**config.mk**
```make
export PLATFORM = sky130hd
export DESIGN_NAME = pic_config_sequencer_flat
export DESIGN_NICKNAME = d
export VERILOG_FILES = /design/src/rtl/pic_config_sequencer_if.sv /design/src/rtl/pic_config_sequencer.sv /design/src/flat_wrapper.sv
export SDC_FILE = /design/constraint.sdc
export NUM_CORES = 1
export LEC_CHECK = 0
export CELL_PAD_IN_SITES_DETAIL_PLACEMENT = 1
export CELL_PAD_IN_SITES_GLOBAL_PLACEMENT = 1
export CORE_UTILIZATION = 40
export CTS_CLUSTER_DIAMETER = 60
export CTS_CLUSTER_SIZE = 25
export DETAILED_ROUTE_END_ITERATION = 12
export PLACE_DENSITY = 0.88
export SLEW_MARGIN = 0
export SYNTH_ARGS = -nofsm -noshare
export SYNTH_HDL_FRONTEND = slang
export SYNTH_SLANG_ARGS = --single-unit
```
**constraint.sdc**
```tcl
create_clock -name clk -period 4 [get_ports clk]
set_clock_uncertainty 0.15 [all_clocks]
set_input_delay 0.8 -clock clk [delete_from_list [all_inputs] [get_ports clk]]
set_output_delay 0.8 -clock clk [all_outputs]
set_load 0.005 [all_outputs]
```
**src/rtl/pic_config_sequencer_if.sv**
```systemverilog
// Handshake and bus bundle between a PIC configuration requester and the sequencer.
// Signal names follow the PIC pin names so that waveforms read like the datasheet.
interface pic_config_sequencer_if;
  logic       start;
  logic       cfg_ltim;
  logic       cfg_sngl;
  logic       cfg_ic4;
  logic [4:0] cfg_vector_base;
  logic [7:0] cfg_icw3;
  logic       cfg_aeoi;
  logic       cfg_ms;
  logic       cfg_buf;
  logic       ocw_req;
  logic [1:0] ocw_sel;
  logic [7:0] ocw_data;
  logic       WD;
  logic       A0;
  logic [7:0] data_out;
  logic       data_oe;
  logic       busy;
  logic       init_done;
  logic       ocw_ack;
  logic       ocw_err;

  modport master (
    output start, cfg_ltim, cfg_sngl, cfg_ic4, cfg_vector_base, cfg_icw3,
    output cfg_aeoi, cfg_ms, cfg_buf, ocw_req, ocw_sel, ocw_data,
    input  WD, A0, data_out, data_oe, busy, init_done, ocw_ack, ocw_err
  );

  modport slave (
    input  start, cfg_ltim, cfg_sngl, cfg_ic4, cfg_vector_base, cfg_icw3,
    input  cfg_aeoi, cfg_ms, cfg_buf, ocw_req, ocw_sel, ocw_data,
    output WD, A0, data_out, data_oe, busy, init_done, ocw_ack, ocw_err
  );
endinterface

```
**src/rtl/pic_config_sequencer.sv**
```systemverilog
// Drives the ICW1..ICW4 initialization writes and single OCW writes into an 8259-style PIC,
// each write as SETUP / STROBE (WR_PULSE cycles, WD low) / HOLD.
module pic_config_sequencer #(
  parameter int unsigned WR_PULSE = 2
) (
  input logic                   clk,
  input logic                   rst_n,
  pic_config_sequencer_if.slave bus_io
);

  typedef enum logic [2:0] {
    StUninit, StIcw1, StIcw2, StIcw3, StIcw4, StReady, StOcw
  } state_e;

  typedef enum logic [1:0] {PhSetup, PhStrobe, PhHold} phase_e;

  typedef struct packed {
    logic       ltim;
    logic       sngl;
    logic       ic4;
    logic [4:0] base;
    logic [7:0] icw3;
    logic       aeoi;
    logic       ms;
    logic       buf_en;
  } cfg_t;

  localparam logic [3:0] StrobeLast = 4'(WR_PULSE - 1);

  // Returns {A0, data} for an initialization word.
  function automatic logic [8:0] icw_word(input state_e s, input cfg_t c);
    unique case (s)
      StIcw1:  return {1'b0, 3'b000, 1'b1, c.ltim, 1'b0, c.sngl, c.ic4};
      StIcw2:  return {1'b1, c.base, 3'b000};
      StIcw3:  return {1'b1, c.icw3};
      StIcw4:  return {1'b1, 3'b000, 1'b0, c.buf_en, c.ms, c.aeoi, 1'b1};
      default: return 9'h000;
    endcase
  endfunction

  // OCW2/OCW3 force their identifying bits so a bad payload cannot alias another register.
  function automatic logic [8:0] ocw_word(input logic [1:0] sel, input logic [7:0] d);
    unique case (sel)
      2'd0:    return {1'b1, d};
      2'd1:    return {1'b0, d[7:5], 2'b00, d[2:0]};
      default: return {1'b0, 1'b0, d[6:5], 2'b01, d[2:0]};
    endcase
  endfunction

  function automatic state_e next_write(input state_e s, input cfg_t c);
    unique case (s)
      StIcw1:  return StIcw2;
      StIcw2:  return !c.sngl ? StIcw3 : (c.ic4 ? StIcw4 : StReady);
      StIcw3:  return c.ic4 ? StIcw4 : StReady;
      default: return StReady;
    endcase
  endfunction

  state_e     state_q, state_d, nxt;
  phase_e     phase_q, phase_d;
  logic [3:0] cnt_q, cnt_d;
  cfg_t       cfg_q, cfg_d, cfg_in, cfg_sel;
  logic       a0_q, a0_d;
  logic [7:0] data_q, data_d;
  logic       init_done_q, init_done_d;
  logic       ack_q, ack_d;
  logic       err_q, err_d;
  logic       accept;
  logic       busy;

  assign cfg_in = {bus_io.cfg_ltim, bus_io.cfg_sngl, bus_io.cfg_ic4, bus_io.cfg_vector_base,
                   bus_io.cfg_icw3, bus_io.cfg_aeoi, bus_io.cfg_ms, bus_io.cfg_buf};

  assign busy    = (state_q != StUninit) && (state_q != StReady);
  assign accept  = bus_io.start && !busy;
  // ICW1 is loaded on the accept edge, before the configuration register holds the new values.
  assign cfg_sel = accept ? cfg_in : cfg_q;

  always_comb begin
    state_d     = state_q;
    phase_d     = phase_q;
    cnt_d       = cnt_q;
    cfg_d       = cfg_q;
    a0_d        = a0_q;
    data_d      = data_q;
    init_done_d = init_done_q;
    ack_d       = 1'b0;
    err_d       = 1'b0;
    nxt         = StReady;

    if (accept) begin
      cfg_d          = cfg_in;
      state_d        = StIcw1;
      phase_d        = PhSetup;
      init_done_d    = 1'b0;
      {a0_d, data_d} = icw_word(StIcw1, cfg_sel);
    end else begin
      unique case (state_q)
        StUninit: err_d = bus_io.ocw_req;
        StReady: begin
          if (bus_io.ocw_req) begin
            if (bus_io.ocw_sel == 2'd3) begin
              err_d = 1'b1;
            end else begin
              state_d        = StOcw;
              phase_d        = PhSetup;
              {a0_d, data_d} = ocw_word(bus_io.ocw_sel, bus_io.ocw_data);
            end
          end
        end
        default: begin
          unique case (phase_q)
            PhSetup: begin
              phase_d = PhStrobe;
              cnt_d   = '0;
            end
            PhStrobe: begin
              if (cnt_q == StrobeLast) phase_d = PhHold;
              else                     cnt_d   = cnt_q + 4'd1;
            end
            default: begin
              nxt     = next_write(state_q, cfg_q);
              state_d = nxt;
              phase_d = PhSetup;
              if (nxt == StReady) begin
                if (state_q == StOcw) ack_d       = 1'b1;
                else                  init_done_d = 1'b1;
              end else begin
                {a0_d, data_d} = icw_word(nxt, cfg_sel);
              end
            end
          endcase
        end
      endcase
    end
  end

  always_ff @(posedge clk or negedge rst_n) begin
    if (!rst_n) begin
      state_q     <= StUninit;
      phase_q     <= PhSetup;
      cnt_q       <= '0;
      cfg_q       <= '0;
      a0_q        <= 1'b0;
      data_q      <= 8'h00;
      init_done_q <= 1'b0;
      ack_q       <= 1'b0;
      err_q       <= 1'b0;
    end else begin
      state_q     <= state_d;
      phase_q     <= phase_d;
      cnt_q       <= cnt_d;
      cfg_q       <= cfg_d;
      a0_q        <= a0_d;
      data_q      <= data_d;
      init_done_q <= init_done_d;
      ack_q       <= ack_d;
      err_q       <= err_d;
    end
  end

  // WD decodes straight from state so an asynchronous reset releases it immediately.
  assign bus_io.WD        = !(busy && (phase_q == PhStrobe));
  assign bus_io.A0        = a0_q;
  assign bus_io.data_out  = data_q;
  assign bus_io.data_oe   = busy;
  assign bus_io.busy      = busy;
  assign bus_io.init_done = init_done_q;
  assign bus_io.ocw_ack   = ack_q;
  assign bus_io.ocw_err   = err_q;

endmodule

```
**src/flat_wrapper.sv**
```systemverilog
// flat-port wrapper written by rule: the top's interface ports become plain ports
module pic_config_sequencer_flat 
#(
  parameter int unsigned WR_PULSE = 2
)
  (clk, rst_n, bus_io_start, bus_io_cfg_ltim, bus_io_cfg_sngl, bus_io_cfg_ic4, bus_io_cfg_vector_base, bus_io_cfg_icw3, bus_io_cfg_aeoi, bus_io_cfg_ms, bus_io_cfg_buf, bus_io_ocw_req, bus_io_ocw_sel, bus_io_ocw_data, bus_io_WD, bus_io_A0, bus_io_data_out, bus_io_data_oe, bus_io_busy, bus_io_init_done, bus_io_ocw_ack, bus_io_ocw_err);
  pic_config_sequencer_if bus_io_i ();
  input logic clk;
  input logic rst_n;
  input wire logic [$bits(bus_io_i.start)-1:0] bus_io_start;
  input wire logic [$bits(bus_io_i.cfg_ltim)-1:0] bus_io_cfg_ltim;
  input wire logic [$bits(bus_io_i.cfg_sngl)-1:0] bus_io_cfg_sngl;
  input wire logic [$bits(bus_io_i.cfg_ic4)-1:0] bus_io_cfg_ic4;
  input wire logic [$bits(bus_io_i.cfg_vector_base)-1:0] bus_io_cfg_vector_base;
  input wire logic [$bits(bus_io_i.cfg_icw3)-1:0] bus_io_cfg_icw3;
  input wire logic [$bits(bus_io_i.cfg_aeoi)-1:0] bus_io_cfg_aeoi;
  input wire logic [$bits(bus_io_i.cfg_ms)-1:0] bus_io_cfg_ms;
  input wire logic [$bits(bus_io_i.cfg_buf)-1:0] bus_io_cfg_buf;
  input wire logic [$bits(bus_io_i.ocw_req)-1:0] bus_io_ocw_req;
  input wire logic [$bits(bus_io_i.ocw_sel)-1:0] bus_io_ocw_sel;
  input wire logic [$bits(bus_io_i.ocw_data)-1:0] bus_io_ocw_data;
  output wire logic [$bits(bus_io_i.WD)-1:0] bus_io_WD;
  output wire logic [$bits(bus_io_i.A0)-1:0] bus_io_A0;
  output wire logic [$bits(bus_io_i.data_out)-1:0] bus_io_data_out;
  output wire logic [$bits(bus_io_i.data_oe)-1:0] bus_io_data_oe;
  output wire logic [$bits(bus_io_i.busy)-1:0] bus_io_busy;
  output wire logic [$bits(bus_io_i.init_done)-1:0] bus_io_init_done;
  output wire logic [$bits(bus_io_i.ocw_ack)-1:0] bus_io_ocw_ack;
  output wire logic [$bits(bus_io_i.ocw_err)-1:0] bus_io_ocw_err;
  assign bus_io_i.start = bus_io_start;
  assign bus_io_i.cfg_ltim = bus_io_cfg_ltim;
  assign bus_io_i.cfg_sngl = bus_io_cfg_sngl;
  assign bus_io_i.cfg_ic4 = bus_io_cfg_ic4;
  assign bus_io_i.cfg_vector_base = bus_io_cfg_vector_base;
  assign bus_io_i.cfg_icw3 = bus_io_cfg_icw3;
  assign bus_io_i.cfg_aeoi = bus_io_cfg_aeoi;
  assign bus_io_i.cfg_ms = bus_io_cfg_ms;
  assign bus_io_i.cfg_buf = bus_io_cfg_buf;
  assign bus_io_i.ocw_req = bus_io_ocw_req;
  assign bus_io_i.ocw_sel = bus_io_ocw_sel;
  assign bus_io_i.ocw_data = bus_io_ocw_data;
  assign bus_io_WD = bus_io_i.WD;
  assign bus_io_A0 = bus_io_i.A0;
  assign bus_io_data_out = bus_io_i.data_out;
  assign bus_io_data_oe = bus_io_i.data_oe;
  assign bus_io_busy = bus_io_i.busy;
  assign bus_io_init_done = bus_io_i.init_done;
  assign bus_io_ocw_ack = bus_io_i.ocw_ack;
  assign bus_io_ocw_err = bus_io_i.ocw_err;
  pic_config_sequencer #(.WR_PULSE(WR_PULSE)) u_core (.clk(clk), .rst_n(rst_n), .bus_io(bus_io_i));
endmodule
```
# ---- Word level (Yosys, flattened, before mapping)
# Cells that the tools add are included.
# Widths: inputs -> output; s select.
dict set report word_totals {
  output_inout_bits 15
  rom_bits 0
  mem_bits_rw 0
  inputBits 33
  n_memories 0
  latch_bits 0
  wordCells 110
  reg_bits 40
}
dict set report op_classes {
  multipliers 0
  n_addsub 1
  n_lt_le_gt_ge 0
  muxes 48
  div_mod_pow 0
  n_eq_ne 25
  n_bitwise 2
  reduce_logical 18
  shift 0
}
# cell count
set op_table {}
lappend op_table {{$mux 8} 5}
lappend op_table {{$pmux 9 s4} 1}
lappend op_table {{$mux 3} 8}
lappend op_table {{$mux 1} 19}
lappend op_table {{$mux 19} 1}
lappend op_table {{$pmux 9 s2} 1}
lappend op_table {{$pmux 8 s2} 1}
lappend op_table {{$reduce_and 4->1} 4}
lappend op_table {{$eq 3x2->1 const B} 4}
lappend op_table {{$eq 3x3->1 const B} 4}
lappend op_table {{$ne 3x2->1 const B} 3}
lappend op_table {{$pmux 3 s3} 1}
lappend op_table {{$mux 2} 4}
lappend op_table {{$ne 2x1->1 const B} 4}
lappend op_table {{$pmux 2 s2} 2}
lappend op_table {{$pmux 4 s2} 1}
lappend op_table {{$eq 3x1->1 const B} 2}
lappend op_table {{$pmux 3 s2} 1}
lappend op_table {{$reduce_and 5->1} 1}
lappend op_table {{$add 4x1->4 const B} 1}
lappend op_table {{$eq 2x1->1 const B} 2}
lappend op_table {{$eq 4x1->1 const B} 1}
lappend op_table {{$logic_not 2->1} 2}
lappend op_table {{$mux 4} 1}
lappend op_table {{13 further kinds} 20}

# ---- Depth between registers and ports, before layout
dict set report depth {
  depth_word 12
  mapped_depth 8
}

# ---- Worst setup path before layout
# No wires, ideal clock.
dict set report synth_path {
  path_kind {reg2out}
  startpoint {register u_core.state_q[0]}
  endpoint {output bus_io_data_oe}
  stages_incl_launch_ff 6
  required_time_ps 3050
  arrival_ps 1059
  setup_slack_ps 1991
  path_cell_list {dfrtp_1 buf_6 xor2_1 nor2_1 inv_1 buf_4}
}
dict set report synth_between {
  elab_chain_len 2
}
# element line_no
set synth_lines {}
lappend synth_lines {{start: declaration} pic_config_sequencer.sv:59} ;# state_e state_q, state_d, nxt;
lappend synth_lines {{start signal: assignment} pic_config_sequencer.sv:140} ;# state_q <= StUninit;
lappend synth_lines {{start signal: assignment} pic_config_sequencer.sv:150} ;# state_q <= state_d;
lappend synth_lines {{$ne 3x3->1 or $reduce_bool 3->1 (tied branches)} pic_config_sequencer.sv:74} ;# assign busy = (state_q != StUninit) && (state_q != StReady);
lappend synth_lines {{$logic_and 1x1->1 *} pic_config_sequencer.sv:74}
lappend synth_lines {{end: declaration} flat_wrapper.sv:25} ;# output wire logic [$bits(bus_io_i.data_oe)-1:0] bus_io_data_oe;
# Mark *: on every way between the ends. The rest lies on a longest branch, timed or not.

# ---- Worst setup path after layout
dict set report layout_path {
  startpoint {register u_core.state_q[2]}
  endpoint {output bus_io_WD}
}
dict set report layout_between {
  elab_chain_len 4
}
# element line_no
set layout_lines {}
lappend layout_lines {{$ne 3x3->1 or $reduce_bool 3->1 (tied branches)} pic_config_sequencer.sv:74}
lappend layout_lines {{$logic_and 1x1->1 *} pic_config_sequencer.sv:74}
lappend layout_lines {{$logic_and 1x1->1 *} pic_config_sequencer.sv:163} ;# assign bus_io.WD = !(busy && (phase_q == PhStrobe));
lappend layout_lines {{$logic_not 1->1 *} pic_config_sequencer.sv:163}
lappend layout_lines {{end: declaration} flat_wrapper.sv:22} ;# output wire logic [$bits(bus_io_i.WD)-1:0] bus_io_WD;
# Marked as above.

==> flow_metrics.env <==
export IMPL_cts_buffers=5
export IMPL_end_kind="primary output"
export IMPL_cts_repair_resized=0
export IMPL_grt_overflow_total=0
export IMPL_irDropWorstVdd_uv=303
export IMPL_worst_pin_slew_ps=890
export IMPL_grt_max_degree=40
export IMPL_cts_post_setup_buffers_inserted=0
export IMPL_vias_per_cell=5.28
export IMPL_layout_cells_most_common="nand2_1"
export IMPL_cts_tree="built"
export IMPL_n_antenna_cell=0
export IMPL_drtIter0Drc=70
export IMPL_synth_flop_cell="dfrtp_1"
export IMPL_drc=0
export IMPL_cpPeakStageDelay_ps=790
export IMPL_die_x_um=74.3
export IMPL_max_freq_mhz=322
export IMPL_ios=48
export IMPL_ctsRootBufferMaster="clkbuf_8"
export IMPL_multiInputGateArea_um2=992
export IMPL_ant_nets=0
export IMPL_drive_gt1_share_pct=10.3
export IMPL_final_nets=306
export IMPL_outcome="finished, final reports clean"
export IMPL_grt_pass1_vias=1877
export IMPL_drt_total_wl_um=5380
export IMPL_synth_cells=230
export IMPL_cp_max_fo=18
export IMPL_grt_use_total_pct=22.2
export IMPL_final_cell_mix="nand2_1, clkdlybuf4s50_1, dfrtp_1"
export IMPL_crit_family="flip-flops"
export IMPL_cts_sinks=39
export IMPL_grt_antenna_before_repair=0
export IMPL_n_fill_cell=599
export IMPL_die_y_um=74.3
export IMPL_hp_class="register to register"
export IMPL_seq_area_um2=976
export IMPL_syn_area_um2=2090
export IMPL_io_buffers=47
export IMPL_startpoint_type="register"
export IMPL_syn_nets=265
export IMPL_place_gp_congestion=0.780
export IMPL_critical_path_arrival_ps=2150
export IMPL_clock_latency_ps=290
export IMPL_cp_cell_sequence="xor2_1, nor2_1, inv_1, nand3_1, clkdlybuf4s50_1"
export IMPL_syn_to_final_growth_pct=26.4
export IMPL_place_ws_ps=1080
export IMPL_clk_pin_slew_ps=80
export IMPL_h_tree_depth=2
export IMPL_clk_path_buf_depth=2
export IMPL_leakagePower_uw=0.00117
export IMPL_initial_core_util_pct=42.8
export IMPL_maxCapViolCount=0
export IMPL_synth_seq_cells=39
export IMPL_setup_viol=0
export IMPL_hpwl_um=3880
export IMPL_synth_seq_area_share_pct=46.7
export IMPL_critPathSlowestCell="dfrtp_1"
export IMPL_slew_headroom_pct=40.7
export IMPL_fp_row_count=25
export IMPL_via_count=1791
export IMPL_wl_per_cell_um=15.9
export IMPL_critPathRequiredTime_ps=3050
export IMPL_fin_crit_sh_pct=77.6
export IMPL_period_minus_slack_ps=3100
export IMPL_finalWorstSetupSlack_ps=895
export IMPL_setup_tns_ps=0
export IMPL_crit_buf_inv=2
export IMPL_slew_violations=0
export IMPL_synth_edf_count=0
export IMPL_async_flop_share_pct=100
export IMPL_criticalPathCategory="register to primary output"
export IMPL_ys_types=49
export IMPL_ctsHoldBuffers=0
export IMPL_p_per_area_nw_per_um2=731
export IMPL_fp_coreArea_um2=4880
export IMPL_rsz0062_at_grt="false"
export IMPL_hold_viol_final=0
export IMPL_grt_pass1_wl_um=9050
export IMPL_dieArea_um2=5510
export IMPL_synth_warnings=0
export IMPL_avgSynthCellArea_um2=9.08
export IMPL_drt_pre_antenna_iters=4
## per-stage QoR
stage	util (%)	power, µW	cells	hold slack (ps)	cell area, µm²
floorplan	-	1340	230	288	2090
global placement	52.1	1590	331	312	2540
detailed placement	52.1	1640	331	317	2540
CTS	54.1	1950	339	335	2640
global route	54.1	2090	339	369	2640
finish	54.1	1930	339	329	2640
## synth_stat cells, types with 2 or more instances
| cell | number | area (µm²) |
|---|---|---|
| nor2_2 | 4 | 25.0 |
| buf_2 | 5 | 25.0 |
| nand2_1 | 70 | 263 |
| a222oi_1 | 2 | 20.0 |
| dfrtp_1 | 39 | 976 |
| a21oi_1 | 14 | 70.1 |
| o21ai_0 | 9 | 45.0 |
| nor3b_1 | 3 | 22.5 |
| nor2b_1 | 5 | 31.3 |
| nor2_1 | 12 | 45.0 |
| and2_1 | 2 | 12.5 |
| buf_1 | 2 | 7.51 |
| a22o_1 | 4 | 35.0 |
| nand2b_1 | 4 | 25.0 |
| inv_1 | 4 | 15.0 |
| buf_6 | 3 | 33.8 |
| or2_1 | 2 | 12.5 |
| a211oi_2 | 4 | 50.1 |
| nand3_1 | 2 | 10.0 |
| mux2i_1 | 4 | 40.0 |
| a31oi_1 | 2 | 12.5 |
| ha_1 | 2 | 25.0 |
| and3_1 | 2 | 12.5 |
| o21ai_1 | 4 | 20.0 |
| buf_4 | 2 | 15.0 |
## registers in the layout (all words and copies together), names as in the netlist
register,flops
u_core.cfg_q,18
u_core.bus_io.data_out,8
u_core.cnt_q,4
u_core.state_q,3
u_core.phase_q,2
u_core.bus_io.A0,1
u_core.bus_io.init_done,1
u_core.bus_io.ocw_ack,1
u_core.bus_io.ocw_err,1
## logic make-up after synthesis
| family | Yosys count | share of synthesized area (%) |
|---|---|---|
| compound gates | 48 | 16.7 |
| fa+ha+maj | 2 | 1.20 |
| mux | 5 | 2.46 |
| flops | 39 | 46.7 |
| simple gates | 117 | 26.7 |
| buf+inv | 18 | 5.75 |
| xor+xnor | 1 | 0.419 |
## worst paths after layout
check                                            end  slack, ps              start  depth (start not counted)
max                                        bus_io_WD        900  u_core.state_q[2]                          5
min                                  u_core.cfg_q[1]        330    u_core.cfg_q[1]                          2
max reg2reg                u_core.bus_io.data_out[3]       1490  u_core.state_q[2]                          5
min reg2reg                          u_core.cfg_q[1]        330    u_core.cfg_q[1]                          2
max in group asynchronous  u_core.bus_io.data_out[7]       2660              rst_n                          1
min in group asynchronous            u_core.cnt_q[2]        470              rst_n                          1
## per-layer routing
layer  track usage, %  share of wire (%)  vias up
li1                 -                  -      855
met1             27.0                 44      887
met2             39.1                 51       39
met3             4.61                2.8       10
met4             7.55                2.1        0
met5                0                  0        -
## tightest hold or removal path, stage by stage (launching register included)
cell and delay [ps]:
dfrtp_1 350, nand2_1 50, nand2_1 50
## power by group
part | internal, µW | switching, µW | total (µW)
combinational | 428 | 440 | 869
sequential | 562 | 198 | 760
clock | 158 | 142 | 300
total | 1150 | 781 | 1930
## area by class of cell
type / count / share of cell area, %
Clock buffer: 8 / 3.79
Inverter: 4 / 0.569
Multi-Input combinational cell: 173 / 37.6
Sequential cell: 39 / 37.0
Tap cell: 67 / 3.18
Timing Repair Buffer: 48 / 17.9
No activity file was read; power rests on OpenSTA's default activity.
